===== config.mk =====
export PLATFORM = sky130hd
export DESIGN_NAME = uart_rx
export DESIGN_NICKNAME = d
export VERILOG_FILES = /design/src/rtl/uart_rx.sv
export SDC_FILE = /design/constraint.sdc
export NUM_CORES = 1
export LEC_CHECK = 0
export BUFFER_PORTS_ARGS = -buffer_cell sky130_fd_sc_hd__buf_2
export CORE_MARGIN = 2
export CORE_UTILIZATION = 50
export CTS_CLUSTER_DIAMETER = 100
export DETAILED_ROUTE_END_ITERATION = 10
export PLACE_DENSITY_LB_ADDON = 0.05
export SLEW_MARGIN = 20
export SYNTH_ARGS = -nofsm -noshare
export SYNTH_HDL_FRONTEND = slang
export SYNTH_SLANG_ARGS = --single-unit

===== constraint.sdc =====
create_clock -name clk_in -period 1.6 [get_ports clk_in]
set_input_delay 0.08 -clock clk_in [delete_from_list [all_inputs] [get_ports clk_in]]
set_output_delay 0.08 -clock clk_in [all_outputs]
set_load 0.01 [all_outputs]

===== src/rtl/uart_rx.sv =====
// UART receiver: 2-flop synchronized rxd, 16x oversampling driven by tick16.
// Optional even-parity stage compiled in with `define UART_RX_PARITY_EN.
module uart_rx #(
  parameter int DATA_BITS = 8
) (
  input  logic                 clk_in,
  input  logic                 reset,
  input  logic                 tick16,
  input  logic                 rxd,
  output logic [DATA_BITS-1:0] data,
  output logic                 data_valid,
  output logic                 frame_err,
  output logic                 busy
`ifdef UART_RX_PARITY_EN
  ,
  output logic                 parity_err
`endif
);

  typedef enum logic [2:0] {
    S_IDLE   = 3'd0,
    S_START  = 3'd1,
    S_DATA   = 3'd2,
`ifdef UART_RX_PARITY_EN
    S_PARITY = 3'd3,
`endif
    S_STOP   = 3'd4
  } state_t;

  localparam logic [2:0] LP_LAST_BIT = 3'(DATA_BITS - 1);
  localparam logic [3:0] LP_MID_START = 4'd7;
  localparam logic [3:0] LP_MID_BIT   = 4'd15;

  state_t               r_state;
  state_t               w_state_nxt;
  logic                 r_sync1;
  logic                 r_sync2;
  logic                 r_sync3;
  logic [3:0]           r_cnt;
  logic [3:0]           w_cnt_nxt;
  logic [2:0]           r_bit;
  logic [2:0]           w_bit_nxt;
  logic [DATA_BITS-1:0] r_shift;
  logic [DATA_BITS-1:0] w_shift_nxt;
  logic [DATA_BITS-1:0] r_data;
  logic [DATA_BITS-1:0] w_data_nxt;
  logic                 r_valid;
  logic                 w_valid_nxt;
  logic                 r_ferr;
  logic                 w_ferr_nxt;
  logic                 w_rx;
  logic                 w_fall;
`ifdef UART_RX_PARITY_EN
  logic                 r_pbad;
  logic                 w_pbad_nxt;
  logic                 r_perr;
  logic                 w_perr_nxt;

  // Even parity: data bits plus parity bit must hold an even number of ones.
  function automatic logic f_parity_bad(input logic [DATA_BITS-1:0] d, input logic p);
    return ^{d, p};
  endfunction
`endif

  assign w_rx       = r_sync2;
  assign w_fall     = r_sync3 & ~r_sync2;
  assign busy       = (r_state != S_IDLE);
  assign data       = r_data;
  assign data_valid = r_valid;
  assign frame_err  = r_ferr;
`ifdef UART_RX_PARITY_EN
  assign parity_err = r_perr;
`endif

  // Synchronizer plus one history flop for falling-edge detection.
  always_ff @(posedge clk_in or posedge reset) begin
    if (reset) begin
      r_sync1 <= 1'b1;
      r_sync2 <= 1'b1;
      r_sync3 <= 1'b1;
    end else begin
      r_sync1 <= rxd;
      r_sync2 <= r_sync1;
      r_sync3 <= r_sync2;
    end
  end

  // Next-state and datapath decode; everything advances only on tick16 outside IDLE.
  always_comb begin
    w_state_nxt = r_state;
    w_cnt_nxt   = r_cnt;
    w_bit_nxt   = r_bit;
    w_shift_nxt = r_shift;
    w_data_nxt  = r_data;
    w_valid_nxt = 1'b0;
    w_ferr_nxt  = 1'b0;
`ifdef UART_RX_PARITY_EN
    w_pbad_nxt  = r_pbad;
    w_perr_nxt  = 1'b0;
`endif
    case (r_state)
      S_IDLE: begin
        if (w_fall) begin
          w_state_nxt = S_START;
          w_cnt_nxt   = 4'd0;
          w_bit_nxt   = 3'd0;
`ifdef UART_RX_PARITY_EN
          w_pbad_nxt  = 1'b0;
`endif
        end else begin
          w_state_nxt = S_IDLE;
        end
      end
      S_START: begin
        if (tick16) begin
          if (r_cnt == LP_MID_START) begin
            w_cnt_nxt   = 4'd0;
            w_bit_nxt   = 3'd0;
            w_state_nxt = w_rx ? S_IDLE : S_DATA;
          end else begin
            w_cnt_nxt = r_cnt + 4'd1;
          end
        end else begin
          w_cnt_nxt = r_cnt;
        end
      end
      S_DATA: begin
        if (tick16) begin
          w_cnt_nxt = r_cnt + 4'd1;
          if (r_cnt == LP_MID_BIT) begin
            w_shift_nxt = {w_rx, r_shift[DATA_BITS-1:1]};
            if (r_bit == LP_LAST_BIT) begin
              w_bit_nxt = 3'd0;
`ifdef UART_RX_PARITY_EN
              w_state_nxt = S_PARITY;
`else
              w_state_nxt = S_STOP;
`endif
            end else begin
              w_bit_nxt = r_bit + 3'd1;
            end
          end else begin
            w_shift_nxt = r_shift;
          end
        end else begin
          w_cnt_nxt = r_cnt;
        end
      end
`ifdef UART_RX_PARITY_EN
      S_PARITY: begin
        if (tick16) begin
          w_cnt_nxt = r_cnt + 4'd1;
          if (r_cnt == LP_MID_BIT) begin
            w_pbad_nxt  = f_parity_bad(r_shift, w_rx);
            w_state_nxt = S_STOP;
          end else begin
            w_pbad_nxt = r_pbad;
          end
        end else begin
          w_cnt_nxt = r_cnt;
        end
      end
`endif
      S_STOP: begin
        if (tick16) begin
          w_cnt_nxt = r_cnt + 4'd1;
          if (r_cnt == LP_MID_BIT) begin
            // The word is published even on a bad stop bit; only the pulse differs.
            w_data_nxt  = r_shift;
            w_ferr_nxt  = ~w_rx;
            w_state_nxt = S_IDLE;
`ifdef UART_RX_PARITY_EN
            w_perr_nxt  = r_pbad;
            w_valid_nxt = w_rx & ~r_pbad;
`else
            w_valid_nxt = w_rx;
`endif
          end else begin
            w_data_nxt = r_data;
          end
        end else begin
          w_cnt_nxt = r_cnt;
        end
      end
      default: begin
        w_state_nxt = S_IDLE;
        w_cnt_nxt   = 4'd0;
        w_bit_nxt   = 3'd0;
      end
    endcase
  end

  // State, counters, shift register and registered output pulses.
  always_ff @(posedge clk_in or posedge reset) begin
    if (reset) begin
      r_state <= S_IDLE;
      r_cnt   <= 4'd0;
      r_bit   <= 3'd0;
      r_shift <= '0;
      r_data  <= '0;
      r_valid <= 1'b0;
      r_ferr  <= 1'b0;
`ifdef UART_RX_PARITY_EN
      r_pbad  <= 1'b0;
      r_perr  <= 1'b0;
`endif
    end else begin
      r_state <= w_state_nxt;
      r_cnt   <= w_cnt_nxt;
      r_bit   <= w_bit_nxt;
      r_shift <= w_shift_nxt;
      r_data  <= w_data_nxt;
      r_valid <= w_valid_nxt;
      r_ferr  <= w_ferr_nxt;
`ifdef UART_RX_PARITY_EN
      r_pbad  <= w_pbad_nxt;
      r_perr  <= w_perr_nxt;
`endif
    end
  end

endmodule


==> reports/metrics.yaml, run 1 <==
place_inst: 173
hold_start: "tick16"
synthDistinctLibCells: 38
netlist_area_um2: 1420
core_area_um2: 2730
synth_top_area_cell: "dfrtp_1"
nets: 162
crit_type: "reg2reg"
reg2reg_from: "r_state[1]"
utilization_pct: 70.3
grt-ovfl-total: 0
dieWidth_um: 57.3
vias: 1037
maxCapViolCount: 0
fin_crit_sh_pct: 101
min_path_type: "in2reg"
cp-end-kind: "flop"
clk_latency_ps: 340
grt_pass1_wl_um: 4840
instances_no_fill: 187
die_h_um: 57.3
hold_viol: 0
drive_gt1_share_pct: 58.3
dr.pass1.iters: 4
maxSlewHeadroom_pct: 74.0
antenna_found_initial: 0
synth_seq_area_share_pct: 54.8
slowest_stage: "dfrtp_2"
syn2layout_area_growth_pct: 35.1
ys_seq_elements: 31
via_per_inst: 5.55
grt_max_degree: 32
final_cell_mix: "dfrtp_1, buf_4, mux2_2, buf_2, buf_6"
die-area_um2: 3290
violations: "negative setup slack"
rows: 19
path_delay_family: "flip-flops"
num_antenna_cells: 0
port_buffers: 14
path_clk_slew_ps: 100
drtIter0Drc: 28
p_int_w: 0.00140
p_clk_share_pct: 21.5
leakage_nw: 0.961
cp_num_buf_inv: 1
synth.top_cell.area_share_pct: 49.3
comb_power_share_pct: 32.5
clockRootBuffer: "clkbuf_4"
synth.area.top_cells: "dfrtp_1, mux2_2, dfstp_2"
fmax_ghz: 0.616
powerDensity_nw_per_um2: 1070
h-tree-depth: 2
max_stage_delay_ps: 460
outcome: "complete, but fails checks"
initial_core_util_pct: 52.0
critPathLaunchType: "flop"
cts_buffers: 5
netlist_instances: 108
finClkSkew_ps: 7.83
worstSetupStartpoint: "r_state[1]"
grt_use_total_pct: 20.2
crit_required_ps: 1820
period_needed_ps: 1620
switching_share_pct: 31.5
crit_fanout: 6
peakVddDrop_mv: 1.00
cts_sinks: 31
tightest_slew_ps: 390
crit_chain: "buf_6, nand2b_4, a211o_1, and3_4, mux2_4"
maxSlewViolCount: 0
fin_ws_ps: -23.9
synth_nets: 115
rsz0062_at_grt: "yes"
p_seq_share_pct: 45.9
layout_commonest_cell: "dfrtp_1"
hpwl_um: 1940
gp_congestion: 0.784
io_pins: 15
cts_tree: "done"
wl_per_cell_um: 15.6
drc: 0
p_switching_w: 0.000644
setup_violations: 2
cp_data_arrival_time_ps: 1850
grt_pass1_vias: 1078
final_antenna_net_count: 0
cts_buffer_depth: 2
wl_um: 2920
synth_area_per_cell_um2: 13.2
yosys_warnings: 0
[kinds of logic after synthesis]
group	after synthesis	synth area share, %
flip-flops	31	54.8
multiplexers	19	15.0
buffers and inverters	4	1.67
AND/OR/NAND/NOR	37	17.3
adder cells (fa/ha/maj)	3	2.64
AO/OA/AOI/OAI	14	8.63
[layer usage]
metal | up-vias | track usage [%] | part of all wire, % | wire length [µm]
met3 | 8 | 6.12 | 3.3 | 96
met5 | - | 0 | 0 | 0
met2 | 18 | 32.5 | 51 | 1500
li1 | 493 | - | - | -
met1 | 518 | 24.5 | 43 | 1240
met4 | 0 | 11.0 | 2.8 | 81
[cell usage after synthesis]
cell / instances
nand2_1: 4
nor3_1: 3
nand3b_1: 1
o311ai_4: 1
or2b_1: 1
and3b_1: 1
clkbuf_1: 1
mux2_2: 18
a32o_1: 1
mux2i_1: 1
or3b_4: 1
or3b_1: 1
inv_1: 1
nand2b_1: 4
a21oi_1: 1
nor2_8: 1
a22oi_1: 1
nand4_2: 1
nor2_1: 4
o21ai_0: 2
buf_6: 1
buf_2: 1
nor3b_1: 1
a31oi_1: 2
o31ai_1: 1
nand3_1: 5
ha_1: 3
dfrtp_1: 28
and2_1: 1
a22o_1: 1
a31o_2: 2
dfstp_2: 3
nor2_4: 1
and3_1: 4
and3_2: 1
or3_2: 1
a211o_1: 2
and4_1: 1
[through the flow]
stage / cell area, µm² / total power (W) / hold slack [ps] / TNS (ps) / worst slack, ps
3_5_place_dp: 1680 / 0.00145 / 177 / -298 / -56.2
5_1_grt: 1920 / 0.00217 / 213 / -154 / -73.1
4_1_cts: 1820 / 0.00196 / 221 / 0 / 1.52
3_3_place_gp: 1680 / 0.00142 / 170 / 0 / 6.76
2_1_floorplan: 1420 / 0.00122 / 84.5 / 0 / 9.88
6_report: 1920 / 0.00205 / 203 / -25.6 / -23.9
[sequential cells by signal, indices dropped and copies added (netlist names)]
signal,flops
r_sync2,1
data,8
r_sync1,1
r_bit,3
r_sync3,1
r_cnt,4
data_valid,1
r_state,3
r_shift,8
frame_err,1
[worst paths after layout]
kind	end	slack (ps)	cells past startpoint
hold reg to reg	r_sync2	350	0
min in group asynchronous	r_bit[0]	350	4
max in group asynchronous	r_sync3	920	4
hold / removal	frame_err	200	4
setup reg to reg	r_cnt[0]	-20	5
setup / recovery	r_cnt[0]	-20	5
[power by group through the flow]
stage          combinational, W  sequential, W  clock, W
2_1_floorplan          0.000302       0.000919         0
3_3_place_gp           0.000499       0.000922         0
3_5_place_dp           0.000517       0.000928         0
4_1_cts                0.000584       0.000914  0.000462
5_1_grt                0.000729       0.000951  0.000486
6_report               0.000665       0.000940  0.000441
[worst min-delay path, stage by stage]
cell and delay [ps]:
buf_2 140, nand4_4 130, buf_4 120, nor3_1 40
[repair_timing]
action	in CTS	in global routing
endpoints found under the setup margin	20	26
pin swaps	1	9
resized for setup	9	20
setup buffers	2	2
hold buffers	2	0
cloned	0	0
hold endpoints to repair	29	0
[area by class of cell]
| class | count | area, µm² |
|---|---|---|
| clock buffers | 6 | 41.3 |
| clock inverters | 2 | 12.5 |
| fillers | 194 | 813 |
| inverters | 1 | 3.75 |
| multi-input cells | 73 | 724 |
| flip-flops and latches | 31 | 782 |
| well taps | 31 | 38.8 |
| repair buffers | 43 | 318 |
Power figures use the tool's default switching activity.
==> inputs of run 2 (changes only) <==
--- a/config.mk
+++ b/config.mk
@@ -7,7 +7,7 @@
 export LEC_CHECK = 0
 export BUFFER_PORTS_ARGS = -buffer_cell sky130_fd_sc_hd__buf_2
 export CORE_MARGIN = 2
-export CORE_UTILIZATION = 50
+export CORE_UTILIZATION = 40
 export CTS_CLUSTER_DIAMETER = 100
 export DETAILED_ROUTE_END_ITERATION = 10
 export PLACE_DENSITY_LB_ADDON = 0.05
==> run 2 against run 1 <==
Compared with the run above:
- the flow now finishes without violations
- sequential power is 3.2% lower
- cell count is 8.0% higher
- design area is 1.4% lower
==> reports/metrics.yaml, run 2 (synthesis gave the netlist of run 1 again) <==
die-area_um2: 4050
clk_latency_ps: 330
gp_congestion: 0.771
hpwl_um: 1910
vias: 1001
cts_tree: "done"
nets: 162
hold_ws_ps: 241
p_seq_share_pct: 46.9
r2r-end: "r_shift[2]"
wl_met3_um: 84
crit_type: "reg2reg"
setup_violations: 0
comb_power_share_pct: 30.6
grt-ovfl-total: 0
h-tree-depth: 2
drtIter0Drc: 29
die_h_um: 63.6
drive_gt1_share_pct: 55.8
layout_commonest_cell: "dfrtp_1"
cts_buffer_depth: 2
maxSlewHeadroom_pct: 74.2
fin_ws_ps: 21.3
clockRootBuffer: "clkbuf_4"
r2r_cells: 3
wl_um: 2620
cp_data_arrival_time_ps: 1800
maxSlewViolCount: 0
utilization_pct: 56.3
maxCapViolCount: 0
grt_use_total_pct: 15.3
antenna_found_initial: 0
cts_sinks: 31
final_antenna_net_count: 0
outcome: "finished, final reports clean"
via_per_inst: 4.96
hold_start: "tick16"
crit_fanout: 8
syn2layout_area_growth_pct: 33.3
wl_met1_um: 1200
p_clk_share_pct: 22.5
p_int_w: 0.00137
grt_max_degree: 32
fin_crit_sh_pct: 98.7
powerDensity_nw_per_um2: 1020
switching_share_pct: 29.5
p_switching_w: 0.000574
reg2reg_from: "r_state[0]"
cts_buffers: 5
hold_viol: 0
io_pins: 15
drc: 0
grt_pass1_vias: 1055
rsz0062_at_grt: "yes"
num_antenna_cells: 0
port_buffers: 14
final_cell_mix: "dfrtp_1, buf_4, buf_2, mux2_2, mux2_4"
critPathLaunchType: "flop"
n_fill_cell: 323
path_clk_slew_ps: 100
dieWidth_um: 63.6
r2r_setup_slack_ps: 20
wl_per_cell_um: 13.0
whs_path_depth: 4
total_power_w: 0.00194
grt_pass1_wl_um: 4650
cp-end-kind: "flop"
min_path_type: "in2reg"
initial_core_util_pct: 42.3
rows: 21
top_layer: "met4"
dr.pass1.iters: 4
min_to: "r_cnt[2]"
wl_met2_um: 1280
crit_required_ps: 1820
core_area_um2: 3360
dp_slack_ps: -41.7
fmax_ghz: 0.633
tightest_slew_ps: 387
finClkSkew_ps: 5.87
peakVddDrop_mv: 0.604
leakage_nw: 0.955
period_needed_ps: 1580
-- run 2: cell types whose count changed in the layout (fill, tap and decap cells not counted), moves of 2 or more --
cell     change
buf_4        +4
buf_6        -5
dfrtp_1      +2
dfrtp_2      -2
ha_2         +2
ha_4         -2
mux2_2       -3
mux2_4       +3
-- run 2: critical path: stages (launching register included) --
cell     delay [ps]
dfrtp_1         420
or3b_4          470
nor2_8          220
mux2_2          350
-- run 2: metal layers --
| metal | vias to the layer above | GRT usage [%] |
|---|---|---|
| met3 | 5 | 5.00 |
| met1 | 489 | 18.1 |
| li1 | 493 | - |
| met5 | - | 0 |
| met4 | 0 | 6.52 |
| met2 | 14 | 25.5 |
-- run 2: how the worst max path moves through the flow --
stage	cells past startpoint	slack [ps]	endpoint	start
floorplan	4	10	data[0]	r_state[0]
global placement	5	-10	r_cnt[3]	r_state[2]
detailed placement	7	-40	r_state[0]	r_bit[0]
CTS	5	6	r_cnt[0]	r_state[0]
global route	6	-20	r_cnt[0]	r_state[1]
finish	3	20	r_shift[2]	r_state[0]
-- run 2: metrics by stage --
stage                     instances  setup TNS [ps]  instance area, µm²
after floorplan                 108               0                1420
after global placement          190           -13.1                1730
after detailed placement        190            -174                1730
after CTS                       200               0                1830
after global routing            202           -74.6                1890
final                           202               0                1890
-- run 2: layout make-up --
class	count	area, µm²	share of cell area [%]
Clock buffer	6	41.3	2.18
Clock inverter	2	12.5	0.661
Tap cell	46	57.6	3.04
Timing Repair Buffer	43	312	16.4
Sequential cell	31	779	41.1
Multi-Input combinational cell	73	688	36.3
Inverter	1	3.75	0.198
-- run 2: power groups by stage --
stage | combinational [W] | sequential (W) | clock [W]
3_3_place_gp | 0.000536 | 0.000918 | 0
5_1_grt | 0.000656 | 0.000922 | 0.000502
4_1_cts | 0.000586 | 0.000909 | 0.000461
3_5_place_dp | 0.000547 | 0.000924 | 0
6_report | 0.000595 | 0.000910 | 0.000437
2_1_floorplan | 0.000302 | 0.000919 | 0
-- run 2: what timing repair did --
| action | in CTS | in global routing |
|---|---|---|
| endpoints found under the hold margin | 29 | 0 |
| hold buffers | 2 | 0 |
| setup endpoints to repair | 11 | 17 |
| pin swaps | 0 | 6 |
| gates cloned | 0 | 0 |
| buffers inserted | 0 | 2 |
| gates resized for setup | 8 | 12 |
==> inputs of run 3 (changes only) <==
--- a/config.mk
+++ b/config.mk
@@ -7,10 +7,12 @@
 export LEC_CHECK = 0
 export BUFFER_PORTS_ARGS = -buffer_cell sky130_fd_sc_hd__buf_2
 export CORE_MARGIN = 2
-export CORE_UTILIZATION = 40
+export CORE_UTILIZATION = 41
 export CTS_CLUSTER_DIAMETER = 100
 export DETAILED_ROUTE_END_ITERATION = 10
+export MAX_ROUTING_LAYER = met4
 export PLACE_DENSITY_LB_ADDON = 0.05
+export RECOVER_POWER = 100
 export SLEW_MARGIN = 20
 export SYNTH_ARGS = -nofsm -noshare
 export SYNTH_HDL_FRONTEND = slang
==> run 3 against run 2 <==
Compared with the run above:
- flip-flop and latch count stayed put
- first-iteration DRC count fell by 10%
- clock-buffer cell count decreased by 1
- clock power is 2% lower
- critical path depth unchanged
- wire length up 11%
- setup slack worse by 21 ps
- cell count increased by 0.99%
==> reports/metrics.yaml, run 3 (synthesis gave the netlist of run 1 again) <==
grt_pass1_vias: 1101
grt_use_total_pct: 16.9
wl_um: 2920
drtIter0Drc: 26
layout_commonest_cell: "dfrtp_1"
peakVddDrop_mv: 0.574
io_pins: 15
total_power_w: 0.00198
worstSetupStartpoint: "r_state[2]"
vias: 1017
outcome: "finished, final reports clean"
dieWidth_um: 62.9
cp-end-kind: "flop"
initial_core_util_pct: 42.6
gp_congestion: 0.883
crit_fanout: 8
hpwl_um: 2010
critPathLaunchType: "flop"
maxSlewViolCount: 0
slowest_stage: "or3b_4"
cts_buffers: 5
final_cell_mix: "dfrtp_1, buf_4, mux2_2, clkbuf_1"
cts_sinks: 31
tightest_slew_ps: 769
core_area_um2: 3340
grt_max_degree: 32
reg2reg_from: "r_state[2]"
crit_required_ps: 1830
fmax_ghz: 0.625
final_antenna_net_count: 0
grt-ovfl-total: 0
cts_buffer_depth: 2
nets: 164
grt_pass1_wl_um: 4820
n_fill_cell: 318
syn2layout_area_growth_pct: 33.9
port_buffers: 14
cts_tree: "done"
num_antenna_cells: 0
hold_start: "tick16"
utilization_pct: 57.0
maxCapViolCount: 0
hold_viol: 0
crit_type: "reg2reg"
antenna_found_initial: 0
wl_per_cell_um: 14.3
die_h_um: 62.9
clockRootBuffer: "clkbuf_4"
seq_area_um2: 781
leakage_nw: 0.923
max_stage_delay_ps: 470
cp_data_arrival_time_ps: 1820
fin_crit_sh_pct: 100
drc: 0
hold_ws_ps: 263
crit_chain: "or3b_4, nor2_8, mux2_2"
clk_latency_ps: 330
dr.pass1.iters: 3
via_per_inst: 4.99
rows: 21
drive_gt1_share_pct: 51.3
maxSlewHeadroom_pct: 48.7
setup_violations: 0
rsz0062_at_grt: "yes"
die-area_um2: 3950
powerDensity_nw_per_um2: 1040
finClkSkew_ps: 6.85
path_clk_slew_ps: 100
min_path_type: "in2reg"
h-tree-depth: 2
multi_input_area_um2: 717
period_needed_ps: 1600
-- run 3: path summary, 6_finish.rpt --
path / endpoint / slack (ps) / depth (start not counted)
setup / recovery: r_shift[2] / 0.4 / 3
hold / removal: r_state[1] / 260 / 4
setup reg to reg: r_shift[2] / 0.4 / 3
hold reg to reg: r_sync2 / 370 / 0
max in group asynchronous: r_state[2] / 560 / 4
min in group asynchronous: r_cnt[2] / 510 / 4
-- run 3: critical path, delay by kind of cell (launching register included) --
family        cells  cell delay (ps)
simple gates      2              680
flops             1              450
mux               1              360
-- run 3: repair_timing --
item	4_1_cts	5_1_grt
pin swaps	1	9
endpoints found under the hold margin	29	0
gates resized for setup	6	21
setup buffers	3	1
cloned	0	1
hold buffers	2	0
setup endpoints to repair	21	26
-- run 3: area by class of cell --
cell class / count / area share [%]
well taps: 46 / 3.02
clock buffers: 5 / 1.97
clock inverters: 3 / 0.789
multi-input cells: 74 / 37.7
inverters: 1 / 0.197
repair buffers: 44 / 15.3
flip-flops and latches: 31 / 41.0
-- run 3: layer usage --
layer | GRT usage, % | part of all wire [%]
met1 | 17.7 | 41
met2 | 28.1 | 54
met3 | 5.95 | 2.9
met4 | 8.33 | 2.1
met5 | - | 0
-- run 3: power by group --
group | total [W] | leakage, nW | switching (W) | internal (W)
registers | 0.000940 | 0.409 | 0.0000897 | 0.000850
clock network | 0.000427 | 0.0347 | 0.000264 | 0.000163
logic | 0.000611 | 0.480 | 0.000252 | 0.000359
-- run 3: per-stage QoR --
| step | area [µm²] | TNS (ps) | worst slack (ps) | std cells |
|---|---|---|---|---|
| 4_1_cts | 1830 | -60.8 | -12.7 | 202 |
| 2_1_floorplan | 1420 | 0 | 9.88 | 108 |
| 3_3_place_gp | 1710 | -110 | -33.0 | 189 |
| 6_report | 1900 | 0 | 0.410 | 204 |
| 5_1_grt | 1900 | -541 | -53.2 | 204 |
| 3_5_place_dp | 1710 | -211 | -32.8 | 189 |
